$ cat src/rtl/maxp_ctrl_pkg.sv
// Shared constants and the latched-geometry record for the max-pool read sequencer.
package maxp_ctrl_pkg;
   localparam int MEM_SIZE     = 16;
   localparam int DATA_SIZE    = 16;
   localparam int MAXP_CFG_W   = 12;
   localparam int MAXP_K_W     = 3;
   localparam int DRAIN_CYCLES = 3;

   typedef struct packed {
      logic [MAXP_CFG_W-1:0] in_w;
      logic [MAXP_CFG_W-1:0] in_h;
      logic [MAXP_CFG_W-1:0] out_w;
      logic [MAXP_CFG_W-1:0] out_h;
      logic [MAXP_CFG_W-1:0] ch;
      logic [MAXP_K_W-1:0]   k;
   } maxp_geom_t;
endpackage

$ cat src/rtl/maxp_addr_gen.sv
// Window-walk counters and incremental address adders (kx innermost, channel outermost).
// setup preloads bases and strides; each step advances one read.
module maxp_addr_gen
   import maxp_ctrl_pkg::*;
#(
   parameter int MEM_SIZE = maxp_ctrl_pkg::MEM_SIZE
) (
   input  logic                clk,
   input  logic                rst,
   input  logic                setup,
   input  logic                step,
   input  maxp_geom_t          geom,
   input  logic [MEM_SIZE-1:0] src_base,
   input  logic [MEM_SIZE-1:0] dst_base,
   output logic [MEM_SIZE-1:0] ra,
   output logic [MEM_SIZE-1:0] wa,
   output logic                win_last,
   output logic                all_last
);
   localparam logic [MEM_SIZE-1:0] A_ONE = MEM_SIZE'(1);

   logic [MAXP_K_W-1:0]   kx_q, kx_d, ky_q, ky_d;
   logic [MAXP_CFG_W-1:0] ox_q, ox_d, oy_q, oy_d, c_q, c_d;
   logic [MEM_SIZE-1:0]   ra_q, ra_d, line_q, line_d, win_q, win_d;
   logic [MEM_SIZE-1:0]   row_q, row_d, plane_q, plane_d, wa_q, wa_d;
   logic [MEM_SIZE-1:0]   plane_stride_q, plane_stride_d, row_step_q, row_step_d;
   logic [MEM_SIZE-1:0]   in_w_m, k_m;
   logic                  kx_end, ky_end, ox_end, oy_end, c_end;

   assign in_w_m = MEM_SIZE'(geom.in_w);
   assign k_m    = MEM_SIZE'(geom.k);

   assign kx_end = (kx_q == geom.k - MAXP_K_W'(1));
   assign ky_end = (ky_q == geom.k - MAXP_K_W'(1));
   assign ox_end = (ox_q == geom.out_w - MAXP_CFG_W'(1));
   assign oy_end = (oy_q == geom.out_h - MAXP_CFG_W'(1));
   assign c_end  = (c_q  == geom.ch - MAXP_CFG_W'(1));

   assign win_last = kx_end & ky_end;
   assign all_last = win_last & ox_end & oy_end & c_end;
   assign ra       = ra_q;
   assign wa       = wa_q;

   always_comb begin
      kx_d = kx_q; ky_d = ky_q; ox_d = ox_q; oy_d = oy_q; c_d = c_q;
      ra_d = ra_q; line_d = line_q; win_d = win_q; row_d = row_q; plane_d = plane_q;
      wa_d = wa_q;
      plane_stride_d = plane_stride_q;
      row_step_d     = row_step_q;
      if (setup) begin
         // The only multiplies: computed once, truncated to the address width.
         plane_stride_d = MEM_SIZE'(geom.in_w) * MEM_SIZE'(geom.in_h);
         row_step_d     = k_m * in_w_m;
         kx_d = '0; ky_d = '0; ox_d = '0; oy_d = '0; c_d = '0;
         ra_d = src_base; line_d = src_base; win_d = src_base;
         row_d = src_base; plane_d = src_base;
         wa_d = dst_base;
      end else if (step) begin
         if (!kx_end) begin
            kx_d = kx_q + MAXP_K_W'(1);
            ra_d = ra_q + A_ONE;
         end else begin
            kx_d = '0;
            if (!ky_end) begin
               ky_d   = ky_q + MAXP_K_W'(1);
               line_d = line_q + in_w_m;
               ra_d   = line_d;
            end else begin
               ky_d = '0;
               wa_d = wa_q + A_ONE;
               if (!ox_end) begin
                  ox_d   = ox_q + MAXP_CFG_W'(1);
                  win_d  = win_q + k_m;
                  line_d = win_d;
                  ra_d   = win_d;
               end else begin
                  ox_d = '0;
                  if (!oy_end) begin
                     oy_d   = oy_q + MAXP_CFG_W'(1);
                     row_d  = row_q + row_step_q;
                     win_d  = row_d;
                     line_d = row_d;
                     ra_d   = row_d;
                  end else begin
                     oy_d    = '0;
                     c_d     = c_q + MAXP_CFG_W'(1);
                     plane_d = plane_q + plane_stride_q;
                     row_d   = plane_d;
                     win_d   = plane_d;
                     line_d  = plane_d;
                     ra_d    = plane_d;
                  end
               end
            end
         end
      end
   end

   always_ff @(posedge clk or posedge rst) begin
      if (rst) begin
         kx_q <= '0; ky_q <= '0; ox_q <= '0; oy_q <= '0; c_q <= '0;
         ra_q <= '0; line_q <= '0; win_q <= '0; row_q <= '0; plane_q <= '0;
         wa_q <= '0; plane_stride_q <= '0; row_step_q <= '0;
      end else begin
         kx_q <= kx_d; ky_q <= ky_d; ox_q <= ox_d; oy_q <= oy_d; c_q <= c_d;
         ra_q <= ra_d; line_q <= line_d; win_q <= win_d; row_q <= row_d; plane_q <= plane_d;
         wa_q <= wa_d; plane_stride_q <= plane_stride_d; row_step_q <= row_step_d;
      end
   end
endmodule

$ cat src/rtl/maxp_ctrl.sv
// Max-pool controller: FSM, read-to-maxp_unit alignment stage and optional perf counter.
// Define MAXP_CTRL_PERF_EN to add the perf_cycles output.
module maxp_ctrl
   import maxp_ctrl_pkg::*;
#(
   parameter int MEM_SIZE  = maxp_ctrl_pkg::MEM_SIZE,
   parameter int DATA_SIZE = maxp_ctrl_pkg::DATA_SIZE
) (
   input  logic                  clk,
   input  logic                  rst,
   input  logic                  start,
   input  logic [MEM_SIZE-1:0]   cfg_src_base,
   input  logic [MEM_SIZE-1:0]   cfg_dst_base,
   input  logic [MAXP_CFG_W-1:0] cfg_in_w,
   input  logic [MAXP_CFG_W-1:0] cfg_in_h,
   input  logic [MAXP_CFG_W-1:0] cfg_out_w,
   input  logic [MAXP_CFG_W-1:0] cfg_out_h,
   input  logic [MAXP_K_W-1:0]   cfg_k,
   input  logic [MAXP_CFG_W-1:0] cfg_ch,
   output logic                  mem_re,
   output logic [MEM_SIZE-1:0]   mem_ra,
   output logic                  mp_en,
   output logic                  mp_we,
   output logic [MEM_SIZE-1:0]   mp_wa,
`ifdef MAXP_CTRL_PERF_EN
   output logic [31:0]           perf_cycles,
`endif
   output logic                  busy,
   output logic                  done
);
   localparam logic [1:0] ST_IDLE  = 2'd0;
   localparam logic [1:0] ST_SETUP = 2'd1;
   localparam logic [1:0] ST_RUN   = 2'd2;
   localparam logic [1:0] ST_DRAIN = 2'd3;
   localparam int DRAIN_W = $clog2(DRAIN_CYCLES + 1);

   if (MEM_SIZE < 1 || DATA_SIZE < 1) begin : g_param_chk
      $error("maxp_ctrl: MEM_SIZE and DATA_SIZE must be positive");
   end

   logic [1:0]          state_q, state_d;
   maxp_geom_t          geom_q, geom_d;
   logic [MEM_SIZE-1:0] src_q, src_d, dst_q, dst_d;
   logic [DRAIN_W-1:0]  drain_q, drain_d;
   logic                done_q, done_d;
   logic                en_q, en_d, we_q, we_d;
   logic [MEM_SIZE-1:0] wa_q, wa_d;
   logic                run, setup, cfg_zero;
   logic [MEM_SIZE-1:0] ag_ra, ag_wa;
   logic                ag_win_last, ag_all_last;

   assign run      = (state_q == ST_RUN);
   assign setup    = (state_q == ST_SETUP);
   assign cfg_zero = (geom_q.out_w == '0) || (geom_q.out_h == '0) ||
                     (geom_q.k == '0) || (geom_q.ch == '0);

   maxp_addr_gen #(.MEM_SIZE(MEM_SIZE)) u_addr_gen (
      .clk      (clk),
      .rst      (rst),
      .setup    (setup),
      .step     (run),
      .geom     (geom_q),
      .src_base (src_q),
      .dst_base (dst_q),
      .ra       (ag_ra),
      .wa       (ag_wa),
      .win_last (ag_win_last),
      .all_last (ag_all_last)
   );

   always_comb begin
      state_d = state_q;
      geom_d  = geom_q;
      src_d   = src_q;
      dst_d   = dst_q;
      drain_d = drain_q;
      done_d  = 1'b0;
      case (state_q)
         ST_IDLE: if (start) begin
            state_d = ST_SETUP;
            geom_d  = '{in_w: cfg_in_w, in_h: cfg_in_h, out_w: cfg_out_w,
                        out_h: cfg_out_h, ch: cfg_ch, k: cfg_k};
            src_d   = cfg_src_base;
            dst_d   = cfg_dst_base;
         end
         ST_SETUP: if (cfg_zero) begin
            state_d = ST_IDLE;
            done_d  = 1'b1;
         end else begin
            state_d = ST_RUN;
         end
         ST_RUN: if (ag_all_last) begin
            state_d = ST_DRAIN;
            drain_d = '0;
         end
         default: begin
            // Drain covers the maxp_unit result latency for the final window.
            if (drain_q == DRAIN_W'(DRAIN_CYCLES - 1)) begin
               state_d = ST_IDLE;
               done_d  = 1'b1;
            end else begin
               drain_d = drain_q + DRAIN_W'(1);
            end
         end
      endcase
   end

   // Read data lands one cycle after mem_re, so maxp_unit controls lag by one.
   always_comb begin
      en_d = run;
      we_d = run & ag_win_last;
      wa_d = run ? ag_wa : wa_q;
   end

   always_ff @(posedge clk or posedge rst) begin
      if (rst) begin
         state_q <= ST_IDLE;
         geom_q  <= '0;
         src_q   <= '0;
         dst_q   <= '0;
         drain_q <= '0;
         done_q  <= 1'b0;
         en_q    <= 1'b0;
         we_q    <= 1'b0;
         wa_q    <= '0;
      end else begin
         state_q <= state_d;
         geom_q  <= geom_d;
         src_q   <= src_d;
         dst_q   <= dst_d;
         drain_q <= drain_d;
         done_q  <= done_d;
         en_q    <= en_d;
         we_q    <= we_d;
         wa_q    <= wa_d;
      end
   end

   assign mem_re = run;
   assign mem_ra = ag_ra;
   assign mp_en  = en_q;
   assign mp_we  = we_q;
   assign mp_wa  = wa_q;
   assign busy   = (state_q != ST_IDLE);
   assign done   = done_q;

`ifdef MAXP_CTRL_PERF_EN
   logic [31:0] perf_q, perf_d;

   always_comb begin
      perf_d = perf_q;
      if (state_q == ST_IDLE && start) perf_d = '0;
      else if (busy && perf_q != '1)   perf_d = perf_q + 32'd1;
   end

   always_ff @(posedge clk or posedge rst) begin
      if (rst) perf_q <= '0;
      else     perf_q <= perf_d;
   end

   assign perf_cycles = perf_q;
`endif
endmodule

$ cat config.mk
export PLATFORM = sky130hd
export DESIGN_NAME = maxp_ctrl
export DESIGN_NICKNAME = d
export VERILOG_FILES = /design/src/rtl/maxp_ctrl_pkg.sv /design/src/rtl/maxp_addr_gen.sv /design/src/rtl/maxp_ctrl.sv
export SDC_FILE = /design/constraint.sdc
export NUM_CORES = 1
export LEC_CHECK = 0
export BUFFER_PORTS_ARGS = -buffer_cell sky130_fd_sc_hd__buf_4
export CORE_ASPECT_RATIO = 1.2
export CORE_MARGIN = 3
export CORE_UTILIZATION = 50
export CTS_CLUSTER_SIZE = 16
export DETAILED_ROUTE_END_ITERATION = 10
export HOLD_SLACK_MARGIN = 0.15
export PLACE_DENSITY = 0.79
export SLEW_MARGIN = 20
export SYNTH_ARGS = -nofsm -noshare
export SYNTH_HDL_FRONTEND = slang
export SYNTH_SLANG_ARGS = --single-unit
$ cat constraint.sdc
create_clock -name clk -period 20.5 [get_ports clk]
set_clock_uncertainty 0.15 [all_clocks]
set_input_delay 4.1 -clock clk [delete_from_list [all_inputs] [get_ports clk]]
set_output_delay 4.1 -clock clk [all_outputs]
set_load 0.05 [all_outputs]
==> results of run 1 <==
==> layout by cell type (no fill, tap or decap), types with 17 or more instances in the layout <==
master	Yosys	routed
nand2_1	254	253
nor2_1	133	132
a21oi_1	121	119
clkbuf_16	0	35
xor2_1	52	52
nor4_1	18	18
nand4_1	26	26
ha_1	112	111
nor3_1	56	55
a211oi_1	18	18
a31oi_1	33	33
buf_4	0	157
o211ai_1	30	30
mux2_2	132	132
a21o_1	24	24
o31ai_1	18	18
and2_1	58	58
o21a_1	24	24
and3_1	30	30
dfrtp_1	287	287
or3_1	17	17
fa_1	90	90
nand3_1	74	74
xnor2_1	80	80
o22ai_1	17	17
o21ai_0	118	118
inv_1	192	190
==> report_power, final <==
part / total [W] / internal (W) / switching [W]
Clock: 0.000628 / 0.000382 / 0.000247
Combinational: 0.0000272 / 0.0000121 / 0.0000150
Sequential: 0.000567 / 0.000567 / 0
==> kinds of logic (layout without fill, tap and decap cells) <==
group | count (synthesis) | after routing
flops | 287 | 287
compound gates | 512 | 512
simple gates | 748 | 748
mux | 146 | 146
buf+inv | 303 | 409
xor+xnor | 134 | 134
fa+ha+maj | 202 | 202
==> final timing paths <==
path | endpoint | depth (start not counted) | startpoint
worst max register to register | u_addr_gen.plane_stride_q[14] | 17 | geom_q[54]
min in group asynchronous | geom_q[35] | 2 | rst
worst max-delay path | mem_re | 3 | state_q[0]
worst min-delay path | u_addr_gen.row_q[0] | 1 | u_addr_gen.row_q[0]
worst min register to register | u_addr_gen.row_q[0] | 1 | u_addr_gen.row_q[0]
max in group asynchronous | u_addr_gen.ra[5] | 4 | rst
==> routing by layer <==
metal,vias to the layer above,wire length (um),global-route usage [%]
met2,740,29950,45.77
met3,197,4485,4.644
met5,-,0,0
met4,0,2903,11.92
met1,9115,24280,33.92
li1,8345,-,-
==> worst reg2reg max path: stages (launching register included) <==
cell      delay, ps
dfrtp_1         830
nand2_1         200
fa_1            550
fa_1            520
inv_1            40
ha_1            320
fa_1            550
inv_1            60
fa_1            540
inv_1            50
ha_1            300
inv_1            70
a21oi_1         150
o21ai_0         130
a21boi_0        410
o211ai_1        190
a2111o_1        390
o311ai_0        110
==> metrics by stage <==
stage	util, %	power (W)	hold slack [ps]	cell area (um2)	setup slack, ps
after global placement	54.41	0.0006044	317.7	22830	13810
after floorplan	-	0.0005855	303.8	21350	8329
after detailed placement	54.41	0.0006052	331.6	22830	13740
after global routing	57.17	0.001260	353.0	23990	13890
final	57.17	0.001222	345.1	23990	14000
after CTS	57.16	0.001230	345.5	23980	13980
==> sequential cells by signal, summed over array words and instances, names as in the netlist, 12 cells and up <==
| signal | count |
|---|---|
| u_addr_gen.ox_q | 12 |
| u_addr_gen.c_q | 12 |
| geom_q | 63 |
| u_addr_gen.row_step_q | 15 |
| u_addr_gen.plane_q | 16 |
| u_addr_gen.line_q | 16 |
| u_addr_gen.oy_q | 12 |
| dst_q | 16 |
| u_addr_gen.plane_stride_q | 16 |
| u_addr_gen.row_q | 16 |
| u_addr_gen.ra | 16 |
| u_addr_gen.wa | 16 |
| u_addr_gen.win_q | 16 |
| mp_wa | 16 |
| src_q | 16 |
==> layout make-up <==
| cell class | instances | area, um2 | area share, % |
|---|---|---|---|
| Multi-Input combinational cell | 1742 | 13070 | 54.46 |
| Clock inverter | 16 | 193.9 | 0.8084 |
| Tap cell | 546 | 683.2 | 2.848 |
| Clock buffer | 44 | 959.7 | 4.000 |
| Inverter | 192 | 728.2 | 3.035 |
| Sequential cell | 287 | 7182 | 29.94 |
| Timing Repair Buffer | 157 | 1179 | 4.913 |
==> results.txt, run 1 <==
Status -> finished, final reports clean
Share of cells above drive strength 1 -> 15.34%
Mapped Cells -> 2,332
Max Freq -> 0.1540 GHz
Power per cell area -> 50.94 nW/um2
Ys Warns -> 0
Slew Limit Fails -> 0
Final hold viol count -> 0
Buffers and inverters on the worst path -> 2
Crit-path cells -> inv_1 -> ha_1 -> buf_4
Max Cap Violations -> 0
Io pins -> 135
CTS clk-pin slew, worst paths -> 60 ps
DRT antenna net count -> 0
Seq cells post-synth -> 287
Post-synth ARST share -> 100.0%
Largest net degree at the start of global routing -> 106
Core area -> 41,960 um2
Slowest cell delay on critical path -> 810 ps
Post-CTS Setup Bufs -> 0
CTS Root Cell -> clkbuf_16
Number of library cell types mapped by synthesis -> 79
Post-synth top area cell -> dfrtp_1
Synth Area in Compound Gates -> 15.58%
Detailed Place HPWL -> 45,120 um
Sink Count -> 287
Top cells by area, synth -> dfrtp_1 34%, fa_1 8.4%, mux2_2 7.0%
Synth Area in Simple Gates -> 17.14%
Final min period -> 6495 ps
Slowest-stage cell, CP -> ha_1
H-tree depth -> 2
# resized after CTS -> 0
Die Ht -> 232.4 um
Routed wire length -> 61,620 um
Drt first pass iters -> 6
Initial Utilization -> 50.87%
Number of synthesized flops with an enable pin -> 0
FILL cells -> 3,578
RSZ-0062 raised after global routing -> no
CP Launch Type -> flop
Worst-path fanout max -> 23
Most frequent cell after synthesis -> dfrtp_1
Cell area after synthesis -> 21,350 um2
Clock buffer count from CTS -> 34
Synthesized area per cell -> 9.154 um2
Rows -> 82
Initial antenna violation count -> 0
# port buffers -> 134
DP Cell Count -> 2,924
Peak supply drop -> 0.00007013 V
P_leak -> 11.59 nW
Initial DRC Count -> 1,731
Die Span X -> 194.6 um
Largest family of logic cells by synthesized area -> simple AND/OR/NAND/NOR gates
Synth Area in XOR/XNOR -> 5.638%
Vias in the first global route -> 18,650
GPL Wtd Cong -> 0.9486
Hold Buf Count CTS -> 0
CTS tree -> yes
DIE AREA -> 45,220 um2
Layout Nets -> 2,714
Total GRT Usage -> 26.96%
Final setup fails -> 0
Vias per std cell -> 6.165
Reg-to-reg slack, setup -> 14,810 ps
Post-synthesis sequential area ratio -> 33.64%
Worst Path Arrival -> 2250 ps
Largest delay contributor family on the critical path -> adder cells
Layout area overhead -> 12.38%
Global-route wire length before repair -> 98,890 um
Routed len/inst -> 20.65 um
Vias -> 18,400
Area share of the largest cell type after synthesis -> 33.64%
Grt total ovfl -> 0
ANT cells -> 0
Hold Crit Class -> reg2reg
Total negative slack -> 0 ps
Critical path data required time -> 16,250 ps
Post-Synth Adder-Cell Area -> 15.00%
Measured slew at the worst slew-check pin -> 999.3 ps
Skew-Pair Late Insertion Delay -> 520 ps
DRC violations left -> 0
Post-synth top cells -> 287 x dfrtp_1, 254 x nand2_1, 192 x inv_1, 133 x nor2_1, 132 x mux2_2
Clk buf depth -> 3
Final period utilization -> 31.68%
Synth Flop Type -> dfrtp_1
Post-synthesis mux area share -> 7.619%
Mapped Nets -> 2,632
Final non-filler cell total -> 2,984
Crit. End Element -> output pin
Rel. slew slack -> 33.14%
Crit Path Category -> reg2out
Note: power is estimated with default switching activity, not from simulation.
==> run 2: changes to the inputs <==
- PLACE_DENSITY: 0.79 -> 0.81
- clock period: 20.5 -> 5.7 ns (I/O delays scaled with it)
==> run 2 against run 1 <==
Register-to-register slack lost 14000 ps. First-iteration DRC count fell by 5.3%. Global-route usage about the same. Sequential power rose to 3.6 times the previous value. Non-clock buffer count grew 11. Combinational power increased to 3.6 times the previous value. Via count is essentially flat. Utilization is 0.30 points higher. Critical path type is now reg2reg. Critical endpoint is now u_addr_gen.plane_stride_q[14]. Largest power group unchanged.
==> results.txt, run 2 (synthesis results as in run 1) <==
Clock buffer count from CTS -> 34 (unchanged)
Sink Count -> 287 (unchanged)
DP Cell Count -> 2,935 (was 2,924)
Final setup fails -> 0 (unchanged)
Initial DRC Count -> 1,639 (was 1,731)
Detailed Place HPWL -> 45,720 um (was 45,120 um)
Global-route wire length before repair -> 98,180 um (was 98,890 um)
Status -> finished, final reports clean (unchanged)
GPL Wtd Cong -> 0.9658 (was 0.9486)
Initial antenna violation count -> 0 (unchanged)
Worst Path Arrival -> 5660 ps (was 2250 ps)
Max Cap Violations -> 0 (unchanged)
Layout area overhead -> 12.96% (was 12.38%)
Final min period -> 5371 ps
Crit-path cells -> nand2_1 -> fa_1 -> fa_1 -> inv_1 -> ha_1 -> fa_1 -> inv_1 -> fa_1 -> inv_1 -> ha_1 -> inv_1 -> a21oi_1 -> o21ai_0 -> a21boi_0 -> o211ai_1 -> a2111o_1 -> o311ai_0 (was inv_1 -> ha_1 -> buf_4)
Io pins -> 135 (unchanged)
Clk buf depth -> 3 (unchanged)
Slowest cell delay on critical path -> 720 ps (was 810 ps)
Worst-path fanout max -> 17 (was 23)
Share of cells above drive strength 1 -> 15.80% (was 15.34%)
Post-CTS Setup Bufs -> 0 (unchanged)
Power per cell area -> 185.0 nW/um2 (was 50.94 nW/um2)
Crit. End Element -> flop (was output pin)
CTS clk-pin slew, worst paths -> 60 ps (about the same)
Largest delay contributor family on the critical path -> adder cells (unchanged)
Final non-filler cell total -> 2,996 (was 2,984)
# resized after CTS -> 0 (unchanged)
CP Launch Type -> flop (unchanged)
Die Span X -> 194.6 um (unchanged)
Max reg flops -> 63 (unchanged)
DRC violations left -> 0 (unchanged)
Routed wire length -> 61,760 um (was 61,620 um)
Max Freq -> 0.1862 GHz
FILL cells -> 3,556 (was 3,578)
Grt total ovfl -> 0 (unchanged)
Drt first pass iters -> 5 (was 6)
Final period utilization -> 94.22%
Total GRT Usage -> 26.93% (was 26.96%)
Core area -> 41,960 um2 (unchanged)
Most common cell after layout, fill and taps aside -> dfrtp_1 (unchanged)
Layout Nets -> 2,725 (was 2,714)
Skew-Pair Late Insertion Delay -> 550 ps (was 520 ps)
Peak supply drop -> 0.0002813 V (was 0.00007013 V)
Hold Buf Count CTS -> 0 (unchanged)
RSZ-0062 raised after global routing -> no (unchanged)
Routed len/inst -> 20.61 um (was 20.65 um)
Vias -> 18,390 (was 18,400)
ANT cells -> 0 (unchanged)
Vias in the first global route -> 18,170 (was 18,650)
Die Ht -> 232.4 um (unchanged)
# port buffers -> 134 (unchanged)
Top reg by flops -> geom_q (unchanged)
Rows -> 82 (unchanged)
Total negative slack -> 0 ps (unchanged)
Final Power -> 0.004463 W (was 0.001222 W)
Final hold viol count -> 0 (unchanged)
Measured slew at the worst slew-check pin -> 1011 ps (was 999.3 ps)
P_leak -> 11.67 nW (was 11.59 nW)
DRT antenna net count -> 0 (unchanged)
H-tree depth -> 2 (unchanged)
Initial Utilization -> 50.87% (unchanged)
DIE AREA -> 45,220 um2 (unchanged)
CTS tree -> yes (unchanged)
Commonest non-fill, non-tap cells in the layout -> 287 x dfrtp_1, 253 x nand2_1, 190 x inv_1 (unchanged)
Crit Path Category -> reg2reg (was reg2out)
Cell area after layout -> 24,120 um2 (was 23,990 um2)
Slowest-stage cell, CP -> dfrtp_1 (was ha_1)
Buffers and inverters on the worst path -> 4 (was 2)
Rel. slew slack -> 32.62% (was 33.14%)
Placed Area -> 22,920 um2 (was 22,830 um2)
Vias per std cell -> 6.137 (was 6.165)
Slew Limit Fails -> 0 (unchanged)
Largest net degree at the start of global routing -> 122 (was 106)
CTS Root Cell -> clkbuf_16 (unchanged)
Critical path data required time -> 5990 ps (was 16,250 ps)
Hold Crit Class -> reg2reg (unchanged)
==> run 2: cell count changes in the layout (fill, tap and decap cells not counted) <==
cell,before,now
a2111oi_0,6,7
a2111oi_1,1,0
buf_12,0,1
buf_4,157,167
clkbuf_1,4,3
clkbuf_8,5,8
clkinv_2,7,6
clkinv_4,0,2
clkinvlp_4,4,3
inv_8,1,0
==> run 2: area by class of cell <==
| type | count | area (um2) | share of cell area, % |
|---|---|---|---|
| Inverter | 192 | 724.4 | 3.004 |
| Tap cell | 546 | 683.2 | 2.833 |
| Timing Repair Buffer | 168 | 1274 | 5.282 |
| Sequential cell | 287 | 7182 | 29.78 |
| Multi-Input combinational cell | 1742 | 13060 | 54.17 |
| Clock inverter | 15 | 191.4 | 0.7938 |
| Clock buffer | 46 | 997.2 | 4.135 |
==> run 2: worst register-to-register path, stage by stage, from the launching register on <==
cell and delay [ps]:
dfrtp_1 720, nand2_1 160, fa_1 500, fa_1 510, inv_1 40, ha_1 300, fa_1 530, inv_1 50
fa_1 530, inv_1 40, ha_1 280, inv_1 60, a21oi_1 170, o21ai_0 130, a21boi_0 410, o211ai_1 190
a2111o_1 400, o311ai_0 90
==> run 2: worst paths after layout <==
| kind | slack, ps | endpoint | start | depth (start not counted) |
|---|---|---|---|---|
| setup / recovery | 330 | u_addr_gen.plane_stride_q[14] | geom_q[55] | 17 |
| hold / removal | 350 | u_addr_gen.plane_stride_q[8] | u_addr_gen.plane_stride_q[8] | 1 |
| setup reg to reg | 330 | u_addr_gen.plane_stride_q[14] | geom_q[55] | 17 |
| hold reg to reg | 350 | u_addr_gen.plane_stride_q[8] | u_addr_gen.plane_stride_q[8] | 1 |
| max in group asynchronous | 3890 | geom_q[2] | rst | 3 |
| min in group asynchronous | 410 | geom_q[27] | rst | 2 |
==> run 2: metrics by stage <==
stage / setup WS (ps) / utilization, % / hold WS, ps
2_1_floorplan: 604.8 / - / 303.8
3_3_place_gp: 516.1 / 54.62 / 323.7
3_5_place_dp: 369.3 / 54.62 / 336.1
4_1_cts: 352.5 / 57.45 / 348.4
5_1_grt: 42.16 / 57.47 / 371.0
6_report: 329.2 / 57.47 / 345.3
==> run 2: power breakdown <==
part | internal [W] | switching, W | total, W
clock network | 0.00141 | 0.000915 | 0.00233
registers | 0.00204 | 0 | 0.00204
logic | 0.0000448 | 0.0000529 | 0.0000977
==> run 2: routing by layer <==
| layer | GRT usage [%] | vias to the layer above | wire [um] |
|---|---|---|---|
| li1 | - | 8373 | - |
| met1 | 34.59 | 9013 | 24280 |
| met2 | 45.14 | 826 | 29570 |
| met3 | 5.021 | 175 | 5280 |
| met4 | 10.89 | 0 | 2621 |
| met5 | 0 | - | 0 |
==> run 3: changes to the inputs <==
- MAX_ROUTING_LAYER: default -> met4
==> run 3 against run 2 <==
Worst hold slack got worse by 2.3 ps. Die area did not move. Via count rose by 0.67%. Critical path depth fell by 1. Critical path type unchanged.
==> results.txt, run 3 (synthesis results as in run 1) <==
DIE AREA -> 45,220 um2 (unchanged)
Skew-Pair Late Insertion Delay -> 610 ps (was 550 ps)
Largest delay contributor family on the critical path -> adder cells (unchanged)
Internal -> 0.003334 W (was 0.003495 W)
Vias -> 18,510 (was 18,390)
Crit Path Category -> reg2reg (unchanged)
Worst-path fanout max -> 17 (unchanged)
Largest net degree at the start of global routing -> 185 (was 122)
Post-layout util -> 57.32% (was 57.47%)
GPL Wtd Cong -> 0.9571 (was 0.9658)
Seq pwr share -> 47.6% (was 45.7%)
Rows -> 82 (unchanged)
Total GRT Usage -> 27.51% (was 26.93%)
Cell mode on critical path -> fa_1
Slowest cell delay on critical path -> 750 ps (was 720 ps)
Final period utilization -> 94.12% (was 94.22%)
Buffers and inverters on the worst path -> 2 (was 4)
CP Launch Type -> flop (unchanged)
CTS Root Cell -> clkbuf_16 (unchanged)
Initial antenna violation count -> 0 (unchanged)
Critical path data required time -> 6020 ps (was 5990 ps)
Vias per std cell -> 6.180 (was 6.137)
Final min period -> 5365 ps (was 5371 ps)
Switching Fraction -> 22.16% (was 21.68%)
Measured slew at the worst slew-check pin -> 1055 ps (was 1011 ps)
Grt total ovfl -> 0 (unchanged)
Io pins -> 135 (unchanged)
# resized after CTS -> 0 (unchanged)
Final hold viol count -> 0 (unchanged)
Crit. End Element -> flop (unchanged)
Top reg by flops -> geom_q (unchanged)
DRC violations left -> 0 (unchanged)
Layout area overhead -> 12.67% (was 12.96%)
Clock Power Share -> 50.1% (was 52.2%)
Comb pwr share -> 2.3% (was 2.2%)
P_leak -> 11.65 nW (was 11.67 nW)
Global-route wire length before repair -> 98,500 um (was 98,180 um)
Post-CTS Setup Bufs -> 0 (unchanged)
Status -> finished, final reports clean (unchanged)
Routed len/inst -> 20.55 um (was 20.61 um)
Detailed Place HPWL -> 45,730 um (was 45,720 um)
Power per cell area -> 178.1 nW/um2 (was 185.0 nW/um2)
Crit-path cells -> and2_1 -> fa_1 -> ha_1 -> fa_1 -> inv_1 -> fa_1 -> fa_1 -> inv_1 -> ha_1 -> o21ai_0 -> a21oi_1 -> o21ai_0 -> a21boi_0 -> o211ai_1 -> a2111o_1 -> o311ai_0 (was nand2_1 -> fa_1 -> fa_1 -> inv_1 -> ha_1 -> fa_1 -> inv_1 -> fa_1 -> inv_1 -> ha_1 -> inv_1 -> a21oi_1 -> o21ai_0 -> a21boi_0 -> o211ai_1 -> a2111o_1 -> o311ai_0)
Clock buffer count from CTS -> 31 (was 34)
Sw power -> 0.0009491 W (was 0.0009674 W)
R2R Path Start -> geom_q[53] (was geom_q[55])
Rel. slew slack -> 29.65% (was 32.62%)
Core area -> 41,960 um2 (unchanged)
Hold Crit Start -> u_addr_gen.win_q[2] (was u_addr_gen.plane_stride_q[8])
DRT antenna net count -> 0 (unchanged)
Hold Crit Class -> reg2reg (unchanged)
Initial DRC Count -> 1,622 (was 1,639)
Most common cell after layout, fill and taps aside -> dfrtp_1 (unchanged)
Worst Setup SP -> geom_q[53] (was geom_q[55])
Hold Buf Count CTS -> 0 (unchanged)
Layout Nets -> 2,723 (was 2,725)
Max Cap Violations -> 0 (unchanged)
H-tree depth -> 1 (was 2)
Peak supply drop -> 0.0002232 V (was 0.0002813 V)
RSZ-0062 raised after global routing -> no (unchanged)
Final setup fails -> 0 (unchanged)
Max Freq -> 0.1864 GHz (was 0.1862 GHz)
Drt first pass iters -> 6 (was 5)
Total negative slack -> 0 ps (unchanged)
Vias in the first global route -> 18,330 (was 18,170)
Routed wire length -> 61,540 um (was 61,760 um)
Commonest non-fill, non-tap cells in the layout -> 287 x dfrtp_1, 253 x nand2_1, 190 x inv_1 (unchanged)
Sink Count -> 287 (unchanged)
Share of cells above drive strength 1 -> 15.73% (was 15.80%)
Slew Limit Fails -> 0 (unchanged)
# port buffers -> 134 (unchanged)
Die Ht -> 232.4 um (unchanged)
CTS tree -> yes (unchanged)
Clk buf depth -> 3 (unchanged)
Initial Utilization -> 50.87% (unchanged)
Max reg flops -> 63 (unchanged)
Die Span X -> 194.6 um (unchanged)
CTS clk-pin slew, worst paths -> 60 ps (about the same)
Slowest-stage cell, CP -> dfrtp_1 (unchanged)
Worst Path Arrival -> 5680 ps (was 5660 ps)
-- run 3: cell count changes in the layout (fill, tap and decap cells not counted), sizes merged --
cell      delta
diode        +1
bufinv       -2
clkinv       +1
clkinvlp     -2
buf          +1
-- run 3: final timing paths --
| check | end | slack (ps) | cells past startpoint |
|---|---|---|---|
| max | u_addr_gen.plane_stride_q[14] | 340 | 16 |
| max in group asynchronous | u_addr_gen.kx_q[2] | 3920 | 4 |
| min reg2reg | u_addr_gen.win_q[2] | 340 | 2 |
| min in group asynchronous | geom_q[20] | 530 | 3 |
| max reg2reg | u_addr_gen.plane_stride_q[14] | 340 | 16 |
| min | u_addr_gen.win_q[2] | 340 | 2 |
-- run 3: worst reg2reg max path: stages (launching register included) --
cell and delay, ps:
dfrtp_1 750, and2_1 260, fa_1 440, ha_1 240
fa_1 540, inv_1 50, fa_1 460, fa_1 540
inv_1 40, ha_1 310, o21ai_0 110, a21oi_1 190
o21ai_0 120, a21boi_0 380, o211ai_1 160, a2111o_1 390
o311ai_0 100
-- run 3: stage by stage --
| stage | total power, W | setup slack [ps] | instances | instance area, um2 | hold slack, ps |
|---|---|---|---|---|---|
| final | 0.004284 | 335.1 | 2995 | 24050 | 343.0 |
| after detailed placement | 0.002176 | 382.0 | 2935 | 22920 | 326.9 |
| after floorplan | 0.002106 | 604.8 | 2332 | 21350 | 303.8 |
| after global routing | 0.004407 | 18.91 | 2994 | 24050 | 364.2 |
| after CTS | 0.004318 | 372.3 | 2993 | 24020 | 340.7 |
| after global placement | 0.002174 | 527.1 | 2935 | 22920 | 326.0 |
-- run 3: area by class of cell --
type | count | area [um2]
diodes | 1 | 2.502
clock buffers | 46 | 952.2
clock inverters | 12 | 143.9
fillers | 3589 | 17910
inverters | 192 | 724.4
multi-input cells | 1742 | 13060
flip-flops and latches | 287 | 7182
well taps | 546 | 683.2
repair buffers | 169 | 1301
-- run 3: layer usage --
metal	part of all wire, %	up-vias	global-route usage, %
met5	0	-	-
met4	4.5	0	10.21
met3	7.8	187	3.788
met2	48	851	44.87
met1	40	9099	35.27
li1	-	8373	-
-- run 3: power groups by stage --
stage / clock, W / combinational [W] / sequential, W
floorplan: 0 / 0.0000305 / 0.00208
global placement: 0 / 0.0000994 / 0.00207
detailed placement: 0 / 0.000101 / 0.00207
CTS: 0.00218 / 0.000101 / 0.00204
global route: 0.00226 / 0.000111 / 0.00204
finish: 0.00215 / 0.0000992 / 0.00204
